--- src/rtl/demux_scan_pkg.sv ---
// rtl/demux_scan_pkg.sv - shared constants and FSM state type for the demux scan sequencer
package demux_scan_pkg;
  localparam int NUM_CH      = 16;
  localparam int SEL_W       = $clog2(NUM_CH);
  localparam int DWELL_W_DEF = 26;

  typedef enum logic [1:0] {
    ST_IDLE = 2'd0,
    ST_SCAN = 2'd1,
    ST_DONE = 2'd2
  } state_t;
endpackage

--- src/rtl/demux_dwell_timer.sv ---
// rtl/demux_dwell_timer.sv - per-channel dwell counter with one-cycle tick on count == dwell
module demux_dwell_timer #(
  parameter int W = 26
) (
  input  logic         clk,
  input  logic         rst,
  input  logic         load_i,
  input  logic [W-1:0] dwell_i,
  input  logic         run_i,
  input  logic         clr_i,
  output logic         tick_o
);
  logic [W-1:0] cnt_q, cnt_d;
  logic [W-1:0] dwell_q;

  // Equality compare only, so an all-ones dwell never needs the counter to overflow.
  assign tick_o = run_i && (cnt_q == dwell_q);

  always_comb begin
    cnt_d = cnt_q;
    if (load_i || clr_i) begin
      cnt_d = '0;
    end else if (run_i) begin
      cnt_d = tick_o ? '0 : cnt_q + W'(1);
    end
  end

  always_ff @(posedge clk) begin
    if (rst) begin
      cnt_q   <= '0;
      dwell_q <= '0;
    end else begin
      cnt_q <= cnt_d;
      if (load_i) dwell_q <= dwell_i;
    end
  end
endmodule

--- src/rtl/demux_scan_seq.sv ---
// rtl/demux_scan_seq.sv - channel-walking sequencer feeding the 1:16 LED demux
// DEMUX_SCAN_LOOP_EN adds the stop input and continuous re-latching passes.
module demux_scan_seq
  import demux_scan_pkg::*;
#(
  parameter int DWELL_W = DWELL_W_DEF
) (
  input  logic               clk,
  input  logic               rst,
  input  logic               start,
`ifdef DEMUX_SCAN_LOOP_EN
  input  logic               stop,
`endif
  input  logic [NUM_CH-1:0]  pattern,
  input  logic [DWELL_W-1:0] dwell,
  output logic [SEL_W-1:0]   sel,
  output logic               en,
  output logic               d,
  output logic               busy,
  output logic               done
);
  state_t             state_q, state_d;
  logic [SEL_W-1:0]   sel_q, sel_d;
  logic [NUM_CH-1:0]  pat_q, pat_d;
  logic               done_q, done_d;
  logic               load;
  logic               tick;
  logic               last_ch;
  logic               finish;

  assign last_ch = (sel_q == SEL_W'(NUM_CH - 1));

`ifdef DEMUX_SCAN_LOOP_EN
  logic stop_q, stop_d;

  // A stop request is remembered so the current pass always completes.
  assign finish = stop_q || stop;
  assign stop_d = (state_q == ST_SCAN) ? (stop_q || stop) : 1'b0;

  always_ff @(posedge clk) begin
    if (rst) stop_q <= 1'b0;
    else     stop_q <= stop_d;
  end
`else
  assign finish = 1'b1;
`endif

  demux_dwell_timer #(.W(DWELL_W)) u_timer (
    .clk     (clk),
    .rst     (rst),
    .load_i  (load),
    .dwell_i (dwell),
    .run_i   (state_q == ST_SCAN),
    .clr_i   (state_q != ST_SCAN),
    .tick_o  (tick)
  );

  always_ff @(posedge clk) begin
    if (rst) begin
      state_q <= ST_IDLE;
      sel_q   <= '0;
      pat_q   <= '0;
      done_q  <= 1'b0;
    end else begin
      state_q <= state_d;
      sel_q   <= sel_d;
      pat_q   <= pat_d;
      done_q  <= done_d;
    end
  end

  always_comb begin
    state_d = state_q;
    sel_d   = sel_q;
    pat_d   = pat_q;
    done_d  = 1'b0;
    load    = 1'b0;
    case (state_q)
      ST_IDLE: begin
        if (start) begin
          load    = 1'b1;
          pat_d   = pattern;
          sel_d   = '0;
          state_d = ST_SCAN;
        end
      end
      ST_SCAN: begin
        if (tick) begin
          if (!last_ch) begin
            sel_d = sel_q + SEL_W'(1);
          end else if (finish) begin
            sel_d   = '0;
            done_d  = 1'b1;
            state_d = ST_DONE;
          end else begin
            // Wrap into the next pass with a fresh pattern; dwell stays latched.
            sel_d  = '0;
            pat_d  = pattern;
            done_d = 1'b1;
          end
        end
      end
      ST_DONE: state_d = ST_IDLE;
      default: state_d = ST_IDLE;
    endcase
  end

  always_comb begin
    en   = 1'b0;
    busy = 1'b0;
    d    = 1'b0;
    if (state_q == ST_SCAN) begin
      en   = 1'b1;
      busy = 1'b1;
      d    = pat_q[sel_q];
    end
  end

  assign sel  = sel_q;
  assign done = done_q;
endmodule

--- config.mk ---
export PLATFORM = sky130hd
export DESIGN_NAME = demux_scan_seq
export DESIGN_NICKNAME = d
export VERILOG_FILES = /design/src/rtl/demux_scan_pkg.sv /design/src/rtl/demux_dwell_timer.sv /design/src/rtl/demux_scan_seq.sv
export SDC_FILE = /design/constraint.sdc
export NUM_CORES = 1
export LEC_CHECK = 0
export BUFFER_PORTS_ARGS = -buffer_cell sky130_fd_sc_hd__buf_4
export CAP_MARGIN = 20
export CORE_MARGIN = 1
export CORE_UTILIZATION = 52
export CTS_BUF_LIST = sky130_fd_sc_hd__clkbuf_8
export CTS_CLUSTER_DIAMETER = 100
export CTS_CLUSTER_SIZE = 14
export DETAILED_ROUTE_END_ITERATION = 8
export HOLD_SLACK_MARGIN = 0.02
export PLACE_DENSITY = 0.77
export SLEW_MARGIN = 20
export SYNTH_ARGS = -nofsm -noshare
export SYNTH_HDL_FRONTEND = slang
export SYNTH_SLANG_ARGS = --single-unit
export TNS_END_PERCENT = 30
--- constraint.sdc ---
create_clock -name clk -period 1.65 [get_ports clk]
set_input_delay 0 -clock clk [delete_from_list [all_inputs] [get_ports clk]]
set_output_delay 0 -clock clk [all_outputs]
set_load 0.005 [all_outputs]
Word level (Yosys, flattened, before mapping)
Index checks and enable logic that the tools add are counted. W data, S select, Z words.

Add/sub/neg operators: 2. Order comparisons: 1. Eq/ne operators: 7. Mux-type cells: 16. Bitwise logic cells: 2. Reduce and logical (&&, ||, !) cells: 9.

Operators with widths (count): $add A26 B1 Y26 const B (1); $eq A26 B26 Y1 (1); $mux W26 (1); $mux W4 (3); $pmux W4 S2 (1); $mux W1 (6); $mux W2 (3); $ne A2 B2 Y1 const B (3); $reduce_and A3 Y1 (2); $lt A4 B5 Y1 const B (1); $add A4 B1 Y4 const B (1); $bmux W1 S4 (1); $eq A4 B4 Y1 const B (1); $pmux W2 S2 (1); $reduce_or A3 Y1 (1); $eq A2 B1 Y1 const B (1); $logic_not A2 Y1 (1); $ne A2 B1 Y1 const B (1); $not A1 Y1 (2); $reduce_and A2 Y1 (1); $reduce_bool A2 Y1 (1); $reduce_or A2 Y1 (1); $logic_and A1 B1 Y1 (1); $logic_or A1 B1 Y1 (1).

Bits in registers: 75. Input port bits: 45. Logic and storage cells: 43.

Depth between registers and ports, before layout
Word-level depth: 4. Mapped depth: 9. Gate-level depth less buffers: 7.

By module
From an unflattened synthesis, not the netlist that was laid out.

Cell total of the unflattened synthesis: 385. Area, all modules: 3414.5 um^2.

By module, submodules not included: demux_dwell_timer (instances 1, cells an instance 256, area each 2382.3 um^2); demux_scan_seq (instances 1, cells an instance 129, area each 1032.2 um^2).

Worst setup path after synthesis
OpenSTA, ideal clock, no wires.

Path type: flip-flop to output port. Start: register sel_q[0], in the netlist sel[0]. End: output port d. Arrival time: 1806 ps. Data required time: 1650 ps. Setup slack: -156 ps. Stages on the path, launching flop included: 5. Path buffers: 1. Cell sequence: dfxtp_1 -> clkbuf_1 -> mux4_2 -> mux4_2 -> and2_1.

Word-level cells in the longest chain between the ends: 3.

Ends and longest elaborated chain: from (decl) (line demux_scan_seq.sv:23) `logic [SEL_W-1:0] sel_q, sel_d;`; from (signal assigned) (line demux_scan_seq.sv:66) `sel_q <= sel_d;`; $bmux W1 S4 (line demux_scan_seq.sv:115) `d = pat_q[sel_q];`; $mux W1 (implied by the code) (line demux_scan_seq.sv:115); $mux W1 (line demux_scan_seq.sv:112) `if (state_q == ST_SCAN) begin`; to (decl) (line demux_scan_seq.sv:18) `output logic d,`.

No other way between the ends. The select of a mux whose other input is x is not followed.

Worst setup path in the final report
Start: register u_timer.dwell_q[23]. End: register sel_q[1], in the netlist sel[1].

Word-level cells in the longest chain between the ends: 4.

Ends and longest elaborated chain: from (decl) (line demux_dwell_timer.sv:14) `logic [W-1:0] dwell_q;`; from (signal assigned) (line demux_dwell_timer.sv:34) `if (load_i) dwell_q <= dwell_i;`; $eq A26 B26 Y1 (line demux_dwell_timer.sv:17) `assign tick_o = run_i && (cnt_q == dwell_q);`; $logic_and A1 B1 Y1 (line demux_dwell_timer.sv:17); $ne A2 B2 Y1 (no source line); $reduce_and A3 Y1 (no source line).

No other way between the ends. A chain may end at the register's enable or synchronous reset.

==> flow_metrics.env <==
export IMPL_cts_buffers=9
export IMPL_dp_hpwl_um=5890
export IMPL_worstPathArrival_ns=2.49
export IMPL_yosys_area_share_xor_xnor_pct=13.6
export IMPL_synth_top_family_by_area="simple AND/OR/NAND/NOR gates"
export IMPL_initial_core_util_pct=54.5
export IMPL_hold_slack_ns=0.124
export IMPL_rows=28
export IMPL_wirelength_um=11800
export IMPL_insertion_delay_ns=0.37
export IMPL_hold_viol=0
export IMPL_cts_sinks=75
export IMPL_fin_tns_setup_ns=-13.17
export IMPL_antenna_found_initial=0
export IMPL_period_needed_ns=2.20
export IMPL_drt_initial_drc_count=259
export IMPL_hold_path_class="primary input to flip-flop"
export IMPL_grt_pass1_vias=3409
export IMPL_skew_ns=0.00927
export IMPL_place_inst=546
export IMPL_postSynthAreaPerCell_um2=8.42
export IMPL_first_pass_iters=5
export IMPL_num_vias=3491
export IMPL_p_comb_share_pct=14.2
export IMPL_startpoint="u_timer.dwell_q[23]"
export IMPL_fin_area_mm2=0.00496
export IMPL_path_clk_slew_ns=0.08
export IMPL_rsz0062_at_grt="true"
export IMPL_violations="setup timing"
export IMPL_synth_compound_area_share_pct=8.27
export IMPL_drive_gt1_share_pct=30.1
export IMPL_ir_drop_mv=0.744
export IMPL_place_gp_congestion=0.816
export IMPL_fin_cells=609
export IMPL_synth_distinct_cells=30
export IMPL_grt_max_degree=52
export IMPL_p_per_area_mw_per_mm2=799
export IMPL_via_per_inst=5.73
export IMPL_ys_warn_count=0
export IMPL_fin_util_pct=82.9
export IMPL_fin_crit_sh_pct=133
export IMPL_max_freq_mhz=455
export IMPL_synthMuxAreaShare_pct=3.45
export IMPL_drc=0
export IMPL_cp_required_ns=1.95
export IMPL_yosys_area_share_simple_pct=24.4
export IMPL_clock_path_buffers=2
export IMPL_synthAdderAreaFrac_pct=0.766
export IMPL_track_usage_pct=34.9
export IMPL_crit_fanout=5
export IMPL_p_leak_nw=2.02
export IMPL_syn2layout_area_growth_pct=51.9
export IMPL_sw_frac_of_total_pct=26.7
export IMPL_grt_overflow=0
export IMPL_fillers=321
export IMPL_final_setup_viol_count=34
export IMPL_dpl_cell_area_mm2=0.00409
export IMPL_grt_first_pass_wirelength_um=16700
export IMPL_die_area_mm2=0.00660
export IMPL_drv_slew=0
export IMPL_min_from="rst"
export IMPL_multi_input_area_mm2=0.00179
export IMPL_root_buffer="clkbuf_8"
export IMPL_syn_nets=435
export IMPL_die_h_um=81.3
export IMPL_wl_per_cell_um=19.3
export IMPL_r2r_start="u_timer.dwell_q[23]"
export IMPL_power_mw=3.96
export IMPL_worst_slack_ns=-0.546
export IMPL_end_kind="flip-flop"
export IMPL_ys_seq_elements=75
export IMPL_syn_instance_count=388
export IMPL_p_sw_mw=1.06
export IMPL_clockPowerShare_pct=37.3
export IMPL_diodes=0
export IMPL_preCtsSetupSlack_ns=-0.293
export IMPL_cap_violations=0
export IMPL_antenna_left=0
export IMPL_worst_pin_slew_ns=0.578
export IMPL_outcome="finished with violations"
export IMPL_layout_area_seq_mm2=0.00151
export IMPL_core_mm2=0.00599
export IMPL_power_frac_seq_pct=48.4
export IMPL_htreeDepth=3
export IMPL_ys_seq_area_share_pct=46.0
export IMPL_netlist_area_mm2=0.00327
export IMPL_p_int_mw=2.91
export IMPL_ios=53
export IMPL_port_buffers=52
export IMPL_cts_tree="yes"
export IMPL_die_w_um=81.3
export IMPL_nets=576
export IMPL_worst_setup_path_type="flip-flop to flip-flop"
export IMPL_relSlewSlack_pct=61.1
export IMPL_critPathLaunchType="flip-flop"
==> Yosys cell counts (all sizes together) <==
library cell / instances / area [um2]
ha: 2 / 25.0
mux4: 5 / 113
buf: 6 / 32.5
xor2: 28 / 245
or3: 2 / 12.5
and3: 2 / 12.5
a31oi: 1 / 6.26
nor3: 4 / 20.0
or4: 2 / 15.0
nor4: 10 / 68.8
nand3: 12 / 60.1
and2: 2 / 12.5
o21ai: 1 / 5.00
xnor2: 22 / 200
or4b: 1 / 10.0
nor2: 33 / 124
dfxtp: 75 / 1500
inv: 5 / 18.8
a2111oi: 1 / 8.76
nand2b: 3 / 18.8
o211ai: 4 / 30.0
nand4: 13 / 93.8
nand2: 93 / 349
clkbuf: 17 / 63.8
a21oi: 44 / 220
==> power groups by stage <==
stage / combinational, mW / sequential [mW] / clock (mW)
finish: 0.564 / 1.92 / 1.48
global route: 0.597 / 1.92 / 1.54
CTS: 0.503 / 1.91 / 1.46
detailed placement: 0.383 / 1.96 / 0
global placement: 0.374 / 1.95 / 0
floorplan: 0.204 / 1.94 / 0
==> registers in the layout, summed over array words and instances, names as in the netlist <==
register	count
pat_q	16
done	1
state_q	2
u_timer.cnt_q	26
sel	4
u_timer.dwell_q	26
==> routing by layer <==
metal / GRT usage (%) / wire, um
met1: 39.4 / 4390
met2: 59.7 / 5770
met3: 8.20 / 847
met4: 20.5 / 752
met5: 0 / 0
==> what timing repair did <==
action	CTS	global route
gates cloned	2	1
hold buffers	43	0
hold endpoints to repair	43	0
pin swaps	20	8
gates resized for setup	18	20
setup endpoints to repair	34	34
setup buffers	1	0
==> worst max-delay path: stages, from the launching register on <==
cell	delay, ns
dfxtp_1	0.33
xor2_1	0.16
nor4_1	0.54
nand4_1	0.35
buf_4	0.25
or3_4	0.32
a21oi_2	0.18
==> cell type report <==
type                            count  share of cell area [%]
Multi-Input combinational cell    285                    36.0
Sequential cell                    75                    30.4
Timing Repair Buffer              153                    27.2
Clock buffer                       10                    2.77
Tap cell                           75                    1.89
Clock inverter                      6                    1.34
Inverter                            5                   0.378
==> cells by family (layout without fill, tap and decap cells) <==
family | Yosys count | after routing
xor gates and xnor gates | 50 | 50
AOI/OAI and AO/OA | 51 | 51
and+or+nand+nor | 177 | 177
muxes | 5 | 5
adders and majority gates | 2 | 2
DFF | 75 | 75
buffers and inverters | 28 | 174
==> path summary, 6_finish.rpt <==
path	depth (start not counted)	endpoint	slack, ns
setup / recovery	6	sel[1]	-0.55
hold / removal	2	pat_q[13]	0.12
setup reg to reg	6	sel[1]	-0.55
hold reg to reg	2	pat_q[11]	0.46
==> cells in the final DEF, fill, tap and decap left out, drive strengths merged, types with 3 or more instances in the layout <==
cell	instances
clkbuf	11
nor2	33
mux4	5
inv	6
nor3	4
nand3	12
nand2b	3
a21oi	44
buf	109
xnor2	22
dfxtp	75
o211ai	4
nor4	10
xor2	28
nand4	13
nand2	93
dlygate4sd3	43
Note: power is estimated with default switching activity, not from simulation.
